File: config.mk
export PLATFORM = sky130hd
export DESIGN_NAME = cart_detect
export DESIGN_NICKNAME = d
export VERILOG_FILES = /design/src/rtl/cart_pkg.sv /design/src/rtl/cart_sig_match.sv /design/src/rtl/cart_detect.sv
export SDC_FILE = /design/constraint.sdc
export NUM_CORES = 1
export LEC_CHECK = 0
export ABC_AREA = 1
export CAP_MARGIN = 25
export CORE_MARGIN = 2
export CORE_UTILIZATION = 35
export DETAILED_ROUTE_END_ITERATION = 16
export SETUP_SLACK_MARGIN = 0.1
export SYNTH_ARGS = -nofsm -noshare
export SYNTH_HDL_FRONTEND = slang
export SYNTH_SLANG_ARGS = --single-unit
export TNS_END_PERCENT = 5
File: constraint.sdc
create_clock -name clk -period 8.17 [get_ports clk]
set_input_delay 1.634 -clock clk [delete_from_list [all_inputs] [get_ports clk]]
set_output_delay 1.634 -clock clk [all_outputs]
set_load 0.005 [all_outputs]
File: src/rtl/cart_pkg.sv
// Shared definitions for the cartridge bank-switch detector.
//   - BS_*      : 4-bit bank-switch scheme codes handed to A2601top (force_bs)
//   - SC_MODE_* : SuperChip override selector values
//   - SZ_*      : ROM image size landmarks in bytes (17-bit, saturating range)
//   - cart_state_e : detector FSM states
//   - size_scheme(): fallback scheme choice from image size alone
package cart_pkg;

   localparam logic [3:0] BS_NONE = 4'd0;   // plain 2K/4K, no switching
   localparam logic [3:0] BS_F8   = 4'd1;
   localparam logic [3:0] BS_F6   = 4'd2;
   localparam logic [3:0] BS_FE   = 4'd3;
   localparam logic [3:0] BS_E0   = 4'd4;
   localparam logic [3:0] BS_3F   = 4'd5;
   localparam logic [3:0] BS_F4   = 4'd6;
   localparam logic [3:0] BS_P2   = 4'd7;
   localparam logic [3:0] BS_FA   = 4'd8;
   localparam logic [3:0] BS_CV   = 4'd9;
   localparam logic [3:0] BS_UA   = 4'd10;

   localparam logic [1:0] SC_MODE_AUTO   = 2'd0;
   localparam logic [1:0] SC_MODE_OFF    = 2'd1;
   localparam logic [1:0] SC_MODE_ON     = 2'd2;
   localparam logic [1:0] SC_MODE_ON_ALT = 2'd3;   // behaves like ON

   localparam logic [16:0] SZ_4K  = 17'h01000;
   localparam logic [16:0] SZ_8K  = 17'h02000;
   localparam logic [16:0] SZ_12K = 17'h03000;
   localparam logic [16:0] SZ_16K = 17'h04000;
   localparam logic [16:0] SZ_32K = 17'h08000;
   localparam logic [16:0] SZ_MAX = 17'h1FFFF;

   typedef enum logic [1:0] {
      ST_IDLE    = 2'd0,
      ST_SCAN    = 2'd1,
      ST_RESOLVE = 2'd2,
      ST_COMMIT  = 2'd3
   } cart_state_e;

   // Scheme implied by image size when no signature or override applies.
   function automatic logic [3:0] size_scheme(input logic [16:0] size);
      logic [3:0] bs;
      bs = BS_NONE;
      if (size > SZ_4K) begin
         case (size)
            SZ_8K:   bs = BS_F8;
            SZ_12K:  bs = BS_FA;
            SZ_16K:  bs = BS_F6;
            SZ_32K:  bs = BS_F4;
            default: bs = BS_NONE;
         endcase
      end
      return bs;
   endfunction

endpackage

File: src/rtl/cart_sig_match.sv
// Byte-signature matcher for the ROM download stream.
// Keeps the four bytes preceding the current one (oldest in win_q[0], newest
// in win_q[3]) and raises a one-cycle, combinational hit strobe in the same
// cycle as the byte that completes a signature.
//   clk, reset_n : clock, asynchronous active-low reset
//   clear        : empty the window (start of a new download)
//   en           : a byte at addr/din is being written into scanned ROM space
//   addr, din    : download address and data byte
//   hit_3f       : 85 3F          (STA $3F)
//   hit_e0       : {8D|AD} {E0..F7} 1F
//   hit_fe       : 20 00 D0 C6 C5
// A byte whose address does not follow the previous windowed byte empties the
// window first, so signatures never span a gap in the stream.
module cart_sig_match (
   input  logic        clk,
   input  logic        reset_n,
   input  logic        clear,
   input  logic        en,
   input  logic [24:0] addr,
   input  logic [7:0]  din,
   output logic        hit_3f,
   output logic        hit_e0,
   output logic        hit_fe
);

   logic [7:0]  win_q [0:3];
   logic [7:0]  win_d [0:3];
   logic [2:0]  cnt_q, cnt_d;       // number of valid bytes in the window (0..4)
   logic [24:0] last_q, last_d;     // address of the newest windowed byte
   logic        contig;
   logic [2:0]  eff_cnt;

   always_comb begin
      // cnt_q==0 means last_q is meaningless, so nothing is contiguous with it
      contig  = (cnt_q != 3'd0) && (addr == last_q + 25'd1);
      eff_cnt = contig ? cnt_q : 3'd0;

      hit_3f = en && (eff_cnt >= 3'd1) && (win_q[3] == 8'h85) && (din == 8'h3F);

      hit_e0 = en && (eff_cnt >= 3'd2)
               && ((win_q[2] == 8'h8D) || (win_q[2] == 8'hAD))
               && (win_q[3] >= 8'hE0) && (win_q[3] <= 8'hF7)
               && (din == 8'h1F);

      hit_fe = en && (eff_cnt == 3'd4)
               && (win_q[0] == 8'h20) && (win_q[1] == 8'h00)
               && (win_q[2] == 8'hD0) && (win_q[3] == 8'hC6)
               && (din == 8'hC5);
   end

   always_comb begin
      win_d  = win_q;
      cnt_d  = cnt_q;
      last_d = last_q;
      if (clear) begin
         win_d  = '{default: 8'h00};
         cnt_d  = 3'd0;
         last_d = 25'd0;
      end else if (en) begin
         // Shift the (possibly emptied) window and append the current byte
         win_d[0] = contig ? win_q[1] : 8'h00;
         win_d[1] = contig ? win_q[2] : 8'h00;
         win_d[2] = contig ? win_q[3] : 8'h00;
         win_d[3] = din;
         cnt_d    = (eff_cnt == 3'd4) ? 3'd4 : eff_cnt + 3'd1;
         last_d   = addr;
      end
   end

   always_ff @(posedge clk or negedge reset_n) begin
      if (!reset_n) begin
         win_q  <= '{default: 8'h00};
         cnt_q  <= 3'd0;
         last_q <= 25'd0;
      end else begin
         win_q  <= win_d;
         cnt_q  <= cnt_d;
         last_q <= last_d;
      end
   end

endmodule

File: src/rtl/cart_detect.sv
// Cartridge bank-switch scheme detector.
// Snoops the hps_io ROM download (ioctl_wr/addr/dout) alongside the cartridge
// ROM write port and, once the download ends, publishes the bank-switch scheme,
// SuperChip enable and image size.
//   clk, reset_n : clk_sys, asynchronous active-low reset
//   dl_active    : ioctl_download level
//   wr, addr, din: ioctl_wr strobe (one per byte), ioctl_addr, ioctl_dout
//   ext_bs       : scheme from the file extension, 0 = none (wins if non-zero)
//   sc_mode      : 0 auto, 1 force off, 2/3 force on
//   bs_out       : detected scheme code
//   sc_out       : SuperChip enable
//   rom_size     : image size in bytes, saturating at 0x1FFFF
//   busy         : high from download start until the result is committed
//   done         : one-cycle pulse in the first cycle the new outputs are seen
// Handshake: there is no back-pressure. A byte is taken in every cycle wr is
// high while scanning; results are valid two cycles after dl_active falls and
// hold until the next done pulse.
module cart_detect
   import cart_pkg::*;
#(
   parameter int MAX_ROM   = 32768,
   parameter int SIG3F_MIN = 2,
   parameter int HIT_W     = 8
) (
   input  logic        clk,
   input  logic        reset_n,
   input  logic        dl_active,
   input  logic        wr,
   input  logic [24:0] addr,
   input  logic [7:0]  din,
   input  logic [3:0]  ext_bs,
   input  logic [1:0]  sc_mode,
   output logic [3:0]  bs_out,
   output logic        sc_out,
   output logic [16:0] rom_size,
   output logic        busy,
   output logic        done
);

   localparam logic [24:0]      MAX_ADDR  = 25'(MAX_ROM);
   localparam logic [HIT_W-1:0] SIG3F_THR = HIT_W'(SIG3F_MIN);
   localparam logic [HIT_W-1:0] HIT_ONE   = HIT_W'(1);
   localparam logic [HIT_W-1:0] HIT_SAT   = '1;

   cart_state_e       state_q, state_d;
   logic              dl_q;
   logic [16:0]       size_q, size_d;
   logic [HIT_W-1:0]  h3f_q, h3f_d;
   logic [HIT_W-1:0]  he0_q, he0_d;
   logic [HIT_W-1:0]  hfe_q, hfe_d;
   logic              sc_ok_q, sc_ok_d;
   logic [7:0]        ref_q, ref_d;            // byte at offset 0 of ref bank
   logic [12:0]       ref_bank_q, ref_bank_d;
   logic              ref_vld_q, ref_vld_d;
   logic [3:0]        res_bs_q, res_bs_d;
   logic              res_sc_q, res_sc_d;
   logic [3:0]        bs_out_q, bs_out_d;
   logic              sc_out_q, sc_out_d;
   logic [16:0]       rom_size_q, rom_size_d;
   logic              busy_q, busy_d;
   logic              done_q, done_d;

   logic              rise, fall;
   logic              in_range, win_en;
   logic [25:0]       addr_p1;
   logic [16:0]       wr_size;
   logic              hit_3f, hit_e0, hit_fe;
   logic [3:0]        bs_calc;
   logic              sc_calc;

   assign rise     = dl_active && !dl_q;
   assign fall     = !dl_active && dl_q;
   assign in_range = addr < MAX_ADDR;
   assign win_en   = (state_q == ST_SCAN) && wr && in_range && !rise;
   assign addr_p1  = {1'b0, addr} + 26'd1;
   assign wr_size  = (addr_p1 > {9'd0, SZ_MAX}) ? SZ_MAX : addr_p1[16:0];

   cart_sig_match u_sig (
      .clk     (clk),
      .reset_n (reset_n),
      .clear   (rise),
      .en      (win_en),
      .addr    (addr),
      .din     (din),
      .hit_3f  (hit_3f),
      .hit_e0  (hit_e0),
      .hit_fe  (hit_fe)
   );

   // Scheme and SuperChip decision from the accumulated scan results
   always_comb begin
      bs_calc = BS_NONE;
      sc_calc = 1'b0;
      if (ext_bs != BS_NONE)
         bs_calc = ext_bs;
      else if (h3f_q >= SIG3F_THR)
         bs_calc = BS_3F;
      else if ((size_q == SZ_8K) && (he0_q != '0))
         bs_calc = BS_E0;
      else if ((size_q == SZ_8K) && (hfe_q != '0))
         bs_calc = BS_FE;
      else
         bs_calc = size_scheme(size_q);

      case (sc_mode)
         SC_MODE_OFF:                sc_calc = 1'b0;
         SC_MODE_ON, SC_MODE_ON_ALT: sc_calc = 1'b1;
         default: sc_calc = sc_ok_q && (size_q >= SZ_8K)
                            && ((bs_calc == BS_F8) || (bs_calc == BS_F6)
                                || (bs_calc == BS_F4) || (bs_calc == BS_FA));
      endcase
   end

   always_comb begin
      state_d    = state_q;
      size_d     = size_q;
      h3f_d      = h3f_q;
      he0_d      = he0_q;
      hfe_d      = hfe_q;
      sc_ok_d    = sc_ok_q;
      ref_d      = ref_q;
      ref_bank_d = ref_bank_q;
      ref_vld_d  = ref_vld_q;
      res_bs_d   = res_bs_q;
      res_sc_d   = res_sc_q;
      bs_out_d   = bs_out_q;
      sc_out_d   = sc_out_q;
      rom_size_d = rom_size_q;
      busy_d     = busy_q;
      done_d     = 1'b0;

      if (rise) begin
         // A rise in any state starts a fresh scan; outside IDLE it can only
         // follow a fall, so the unfinished result is simply dropped.
         state_d   = ST_SCAN;
         busy_d    = 1'b1;
         size_d    = 17'd0;
         h3f_d     = '0;
         he0_d     = '0;
         hfe_d     = '0;
         sc_ok_d   = 1'b1;
         ref_vld_d = 1'b0;
      end else begin
         case (state_q)
            ST_IDLE: ;

            ST_SCAN: begin
               if (wr) begin
                  if (wr_size > size_q) size_d = wr_size;
                  if (in_range) begin
                     // SuperChip RAM images carry identical filler in the
                     // first 256 bytes of every 4K bank.
                     if (addr[11:0] == 12'd0) begin
                        ref_d      = din;
                        ref_bank_d = addr[24:12];
                        ref_vld_d  = 1'b1;
                     end else if ((addr[11:8] == 4'd0) && ref_vld_q
                                  && (ref_bank_q == addr[24:12])
                                  && (din != ref_q)) begin
                        sc_ok_d = 1'b0;
                     end
                  end
               end
               if (hit_3f && (h3f_q != HIT_SAT)) h3f_d = h3f_q + HIT_ONE;
               if (hit_e0 && (he0_q != HIT_SAT)) he0_d = he0_q + HIT_ONE;
               if (hit_fe && (hfe_q != HIT_SAT)) hfe_d = hfe_q + HIT_ONE;
               // Byte written in the fall cycle is still counted above
               if (fall) state_d = ST_RESOLVE;
            end

            ST_RESOLVE: begin
               res_bs_d = bs_calc;
               res_sc_d = sc_calc;
               state_d  = ST_COMMIT;
            end

            ST_COMMIT: begin
               bs_out_d   = res_bs_q;
               sc_out_d   = res_sc_q;
               rom_size_d = size_q;
               done_d     = 1'b1;
               busy_d     = 1'b0;
               state_d    = ST_IDLE;
            end

            default: state_d = ST_IDLE;
         endcase
      end
   end

   always_ff @(posedge clk or negedge reset_n) begin
      if (!reset_n) begin
         state_q    <= ST_IDLE;
         // Held high so a download still in progress when reset lifts is not
         // mistaken for a new start and produces no result.
         dl_q       <= 1'b1;
         size_q     <= 17'd0;
         h3f_q      <= '0;
         he0_q      <= '0;
         hfe_q      <= '0;
         sc_ok_q    <= 1'b0;
         ref_q      <= 8'd0;
         ref_bank_q <= 13'd0;
         ref_vld_q  <= 1'b0;
         res_bs_q   <= BS_NONE;
         res_sc_q   <= 1'b0;
         bs_out_q   <= BS_NONE;
         sc_out_q   <= 1'b0;
         rom_size_q <= 17'd0;
         busy_q     <= 1'b0;
         done_q     <= 1'b0;
      end else begin
         state_q    <= state_d;
         dl_q       <= dl_active;
         size_q     <= size_d;
         h3f_q      <= h3f_d;
         he0_q      <= he0_d;
         hfe_q      <= hfe_d;
         sc_ok_q    <= sc_ok_d;
         ref_q      <= ref_d;
         ref_bank_q <= ref_bank_d;
         ref_vld_q  <= ref_vld_d;
         res_bs_q   <= res_bs_d;
         res_sc_q   <= res_sc_d;
         bs_out_q   <= bs_out_d;
         sc_out_q   <= sc_out_d;
         rom_size_q <= rom_size_d;
         busy_q     <= busy_d;
         done_q     <= done_d;
      end
   end

   assign bs_out   = bs_out_q;
   assign sc_out   = sc_out_q;
   assign rom_size = rom_size_q;
   assign busy     = busy_q;
   assign done     = done_q;

endmodule

Word-level counts from Yosys, hierarchy flattened
Index checks and enable logic that the tools add are counted.
{"block": "word_totals", "out_inout_bits": 24, "input_bits": 43, "register_bits": 156, "wordCells": 189}
{"block": "op_classes", "order_cmp": 10, "bitwise_logic": 1, "muxes": 50, "add_sub_neg": 6, "reduce_logical": 67, "n_eq_ne": 32}
{"cell": "8-bit two-way mux", "count": 12}
{"cell": "17-bit two-way mux", "count": 5}
{"cell": "32-bit two-way mux", "count": 2}
{"cell": "25-bit two-way mux", "count": 2}
{"cell": "8-bit equality test (second input constant)", "count": 6}
{"cell": "17-bit by 14-bit equality test with 1-bit output (second input constant)", "count": 2}
{"cell": "1-bit logical AND", "count": 30}
{"cell": "25-bit by 1-bit adder with 26-bit output (second input constant)", "count": 1}
{"cell": "26-bit by 17-bit greater-than comparator with 1-bit output (second input constant)", "count": 1}
{"cell": "25-bit by 1-bit adder with 25-bit output (second input constant)", "count": 1}
{"cell": "25-bit equality test", "count": 1}
{"cell": "25-bit by 16-bit less-than comparator with 1-bit output (second input constant)", "count": 1}
{"cell": "8-bit by 1-bit adder with 8-bit output (second input constant)", "count": 3}
{"cell": "8-bit != test (second input constant)", "count": 3}
{"cell": "2-bit nonzero test", "count": 11}
{"cell": "4-bit two-way mux", "count": 5}
{"cell": "17-bit by 15-bit equality test with 1-bit output (second input constant)", "count": 1}
{"cell": "17-bit by 16-bit equality test with 1-bit output (second input constant)", "count": 1}
{"cell": "17-bit by 14-bit >= comparator with 1-bit output (second input constant)", "count": 1}
{"cell": "17-bit by 13-bit greater-than comparator with 1-bit output (second input constant)", "count": 1}
{"cell": "17-bit greater-than comparator", "count": 1}
{"cell": "8-bit by 6-bit equality test with 1-bit output (second input constant)", "count": 2}
{"cell": "4-bit case mux with 4 select lines", "count": 1}
{"cell": "8-bit nonzero test", "count": 2}
{"cell": "other kinds (36)", "count": 70}

Logic depth before layout (Yosys ltp)
{"block": "logic_depth", "ltp_word": 15, "depth_mapped": 27, "ltp_nobuf": 25}

Hierarchy
From an unflattened synthesis, not the netlist that was laid out.
{"block": "unflattened", "hier_cells": 1417, "area_unflattened_um2": 10098.4}
{"module": "cart_detect", "seq_area_each_um2": 2403.6, "area_per_inst_um2": 5969.5, "cells_per_inst": 813, "instances": 1}
{"module": "cart_sig_match", "seq_area_each_um2": 1501.4, "area_per_inst_um2": 4129.0, "cells_per_inst": 604, "instances": 1}

Worst setup path after synthesis
Ideal clock, no wire load.
{"block": "synth_path", "path_kind": "input -> register", "startpoint": "input addr[0]", "endpoint": "register size_q[13]", "cell_stages": 25, "t_arrival_ns": 4.910, "path_buffers": 2, "setup_slack_ns": 3.198, "setup_time_ns": 0.063, "required_time_ns": 8.107, "path_cell_list": "ha_1 > nand3_1 > nor2_1 > nand2_1 > nor2_2 > nand2_1 > xor2_1 > a21oi_1 > nand2_1 > nor3_4 > buf_4 > nand2_1 > ha_1 > a21oi_1 > nor2_1 > o31ai_1 > o211ai_1 > nand2_1 > nand3_1 > nand2_1 > clkinv_1 > clkbuf_1 > nand4_1 > nand2_1 > inv_1"}
{"block": "synth_between", "elab_chain_len": 7, "word_cells_on_any_way": 10, "cone_classes": "1 x add/sub; 2 x order compare; 5 x mux; 2 x reduce/logical"}
{"item": "start: declaration", "line": "cart_detect.sv:29", "rtl": "input logic [24:0] addr,"}
{"item": "25-bit by 1-bit adder with 26-bit output (*)", "line": "cart_detect.sv:75", "rtl": "assign addr_p1 = {1'b0, addr} + 26'd1;"}
{"item": "26-bit by 17-bit greater-than comparator with 1-bit output", "line": "cart_detect.sv:76", "rtl": "assign wr_size = (addr_p1 > {9'd0, SZ_MAX}) ? SZ_MAX : addr_p1[16:0];"}
{"item": "17-bit two-way mux (*)", "line": "cart_detect.sv:76"}
{"item": "branches (longest 4 deep; another with 17-bit greater-than comparator)"}
{"item": "end signal: assignment", "line": "cart_detect.sv:215", "rtl": "size_q <= size_d;"}
{"item": "end: declaration", "line": "cart_detect.sv:47", "rtl": "logic [16:0] size_q, size_d;"}
Every way passes the cells marked *. The select of a mux whose other input is x is not followed.
A chain may end at the register's enable or synchronous reset.

Worst setup path in the final report
{"block": "layout_path", "startpoint": "input addr[0]", "endpoint": "register size_q[10]"}
Same word-level chain as after synthesis.

==> metrics.txt <==
share of cells above drive strength 1=0.0575; cell area after synthesis=a little under 0.01 mm^2; Post-CTS Setup Bufs=0; Max Slew Vio Count=0; placed cell count=roughly 1,700; cts repair resizes=0; Hold WC Path Type=reg2reg; dpl hpwl=about 20 mm; relative slew slack=0.359; die area=0.0295 mm^2; Util after Layout=0.413; Placer Congestion=0.952; clk_skew=about 16 ps; port bufs=66; Non-Filler Instances=~1,800; crit-path max FO=18; n_diodes=0; Synth Area per Inst=between 7 and 8 um^2; Initial DRT Pass Iterations=5; clk slew on worst S/H paths=70 ps; critical path class=in2reg; Synth Register Bits=156; Crit path required time=8530 ps; initial antenna violation count=0; yosys warns=0; clk sink count=roughly 160; Total Routed Length=26.6 mm; CTS root buf=clkbuf_16; Max stage delay on crit path=570 ps; critical path endpoint category=flop; Post-synth ARST share=1.00; LEAKAGE=about 5.4 nW; Initial Util=0.355; Worst Hold Slack=between 400 and 500 ps; Post-synth EDFFs=0; first-pass GRT wire length=approximately 44 mm; Post-CTS Hold Fix Bufs=0; Clock power frac=0.339; minimum clock period=~6300 ps; largest net degree at the start of global routing=86; Rows=just over 60; drt wl/cell=about 15 um; crit share post-route=0.770; setup_tns=0 ps; clk_lat worst skew=roughly 430 ps; Nets=around 1,500; CP max-delay cell=clkdlybuf4s50_1; Die Y=~170 um; RSZ-0062 raised after global routing=no; register share of total power=0.398; power density over the cells=205 mW/mm^2; Final WS setup=1880 ps; cell internal pwr=1.57 mW; commonest cells after routing, fill and taps aside=313 x nand2_1, 204 x inv_1, 155 x dfrtp_1; commonest non-fill, non-tap cell in the layout=nand2_1; FILL cells=2,882; Core Box Area=roughly 0.028 mm^2; I/O pin total=between 60 and 70; Hold Violations, Final=0; status=finished clean; Mapped Nets=1,397; vias in the first global route=8,551; sequential fraction of the synthesis area=0.396; most frequent CP cell=nand2_1; ANT nets after route=0; via count=8,939; Syn Inst Count=about 1,300; Synth Flop Type=dfrtp_1; Syn-to-layout area delta=16.3%; Sw Ratio=0.332; Finish-stage setup viols=0; CTS tree=done; Startpoint Class=input pin; Initial DRC Count=between 600 and 700; max cap viols=0; vias per cell=5.05; grt total ovfl=0; P_sw=782 uW; CTS HTree Levels=4; Total Routing Usage GR=0.186; post-synth cell types=46; Slew @ Worst Pin=960 ps; pre-CTS setup slack=~1500 ps; DRC Markers=0; CTS Buffer Depth=2; Die Width=between 150 and 200 um; part of the power in combinational logic=0.263; Max VDD drop=roughly 130 uV; Data arrival, critical path=roughly 6700 ps; TritonCTS Buffers=17; Max Freq=159 MHz
==> sequential cells by signal (all words and copies together) (netlist names) <==
register / cells
bs_out: 4
busy: 1
dl_q: 1
done: 1
h3f_q: 8
he0_q: 8
hfe_q: 8
ref_bank_q: 13
ref_q: 8
ref_vld_q: 1
res_bs_q: 4
res_sc_q: 1
rom_size: 17
sc_ok_q: 1
sc_out: 1
size_q: 17
state_q: 2
u_sig.cnt_q: 3
u_sig.last_q: 25
u_sig.win_q: 32
==> layer usage <==
layer | track usage | wire length [um] | up-vias
li1 | - | - | 4451
met1 | 0.256 | 12600 | 4189
met2 | 0.307 | 12200 | 264
met3 | 0.0311 | 1500 | 35
met4 | 0.0431 | 344 | 0
met5 | 0 | 0 | -
==> worst max-delay path: cells and delay by family <==
kind,cells,cell delay (ps)
AOI/OAI and AO/OA,4,560
buffers and inverters,3,1190
and+or+nand+nor,16,2720
adders and majority gates,2,550
==> power by group through the flow <==
stage               sequential (mW)  combinational (mW)  clock, mW
finish                        0.937               0.620      0.797
floorplan                     0.949               0.349          0
detailed placement            0.952               0.620          0
CTS                           0.937               0.625      0.814
global placement              0.950               0.610          0
global route                  0.949               0.709      0.845
==> worst paths after layout <==
path	start	end	slack, ps	depth (start not counted)
max	addr[0]	size_q[10]	1880	25
min in group asynchronous	reset_n	rom_size[8]	1270	1
max reg2reg	state_q[1]	h3f_q[5]	4600	10
max in group asynchronous	reset_n	size_q[16]	5450	2
min reg2reg	bs_out[2]	bs_out[2]	470	2
min	bs_out[2]	bs_out[2]	470	2
==> cell type report <==
| cell class | instances | area, um^2 | area share |
|---|---|---|---|
| multi-input combinational | 919 | 5010 | 0.437 |
| sequential | 156 | 3910 | 0.340 |
| inverter | 214 | 803 | 0.0700 |
| timing repair buffer | 71 | 699 | 0.0610 |
| tap | 378 | 473 | 0.0412 |
| clock buffer | 18 | 429 | 0.0374 |
| clock inverter | 14 | 153 | 0.0133 |
==> kinds of logic after synthesis <==
| kind of cell | share of synthesized area |
|---|---|
| AND/OR/NAND/NOR | 0.323 |
| buffers and inverters | 0.0962 |
| XOR/XNOR | 0.0560 |
| AO/OA/AOI/OAI | 0.0893 |
| flip-flops | 0.396 |
| adder cells (fa/ha/maj) | 0.0393 |
==> cell usage after synthesis (5+ instances only) <==
cell type / n / area, um^2
o32ai_1: 22 / 193
nand3_1: 96 / 480
nor4_1: 23 / 144
clkbuf_1: 21 / 78.8
o22ai_1: 19 / 119
or2_2: 5 / 31.3
buf_2: 5 / 25.0
buf_1: 6 / 22.5
clkinv_1: 5 / 18.8
nor2_4: 6 / 67.6
o21ai_0: 51 / 255
nand2_2: 5 / 31.3
nor3b_1: 6 / 45.0
xnor2_1: 12 / 105
nand4_1: 67 / 419
nor2_2: 7 / 43.8
inv_1: 204 / 766
a21oi_1: 34 / 170
nor2_1: 107 / 402
xor2_1: 51 / 447
nor3_1: 31 / 155
dfrtp_1: 155 / 3880
inv_2: 5 / 18.8
nand2_1: 313 / 1170
ha_1: 31 / 388
==> per-stage QoR <==
stage,instance area [um^2],power [mW]
after floorplan,9860,1.30
after global placement,10900,1.56
after detailed placement,10900,1.57
after CTS,11500,2.38
after global routing,11500,2.50
final,11500,2.35
Note: power is estimated with default switching activity, not from simulation.
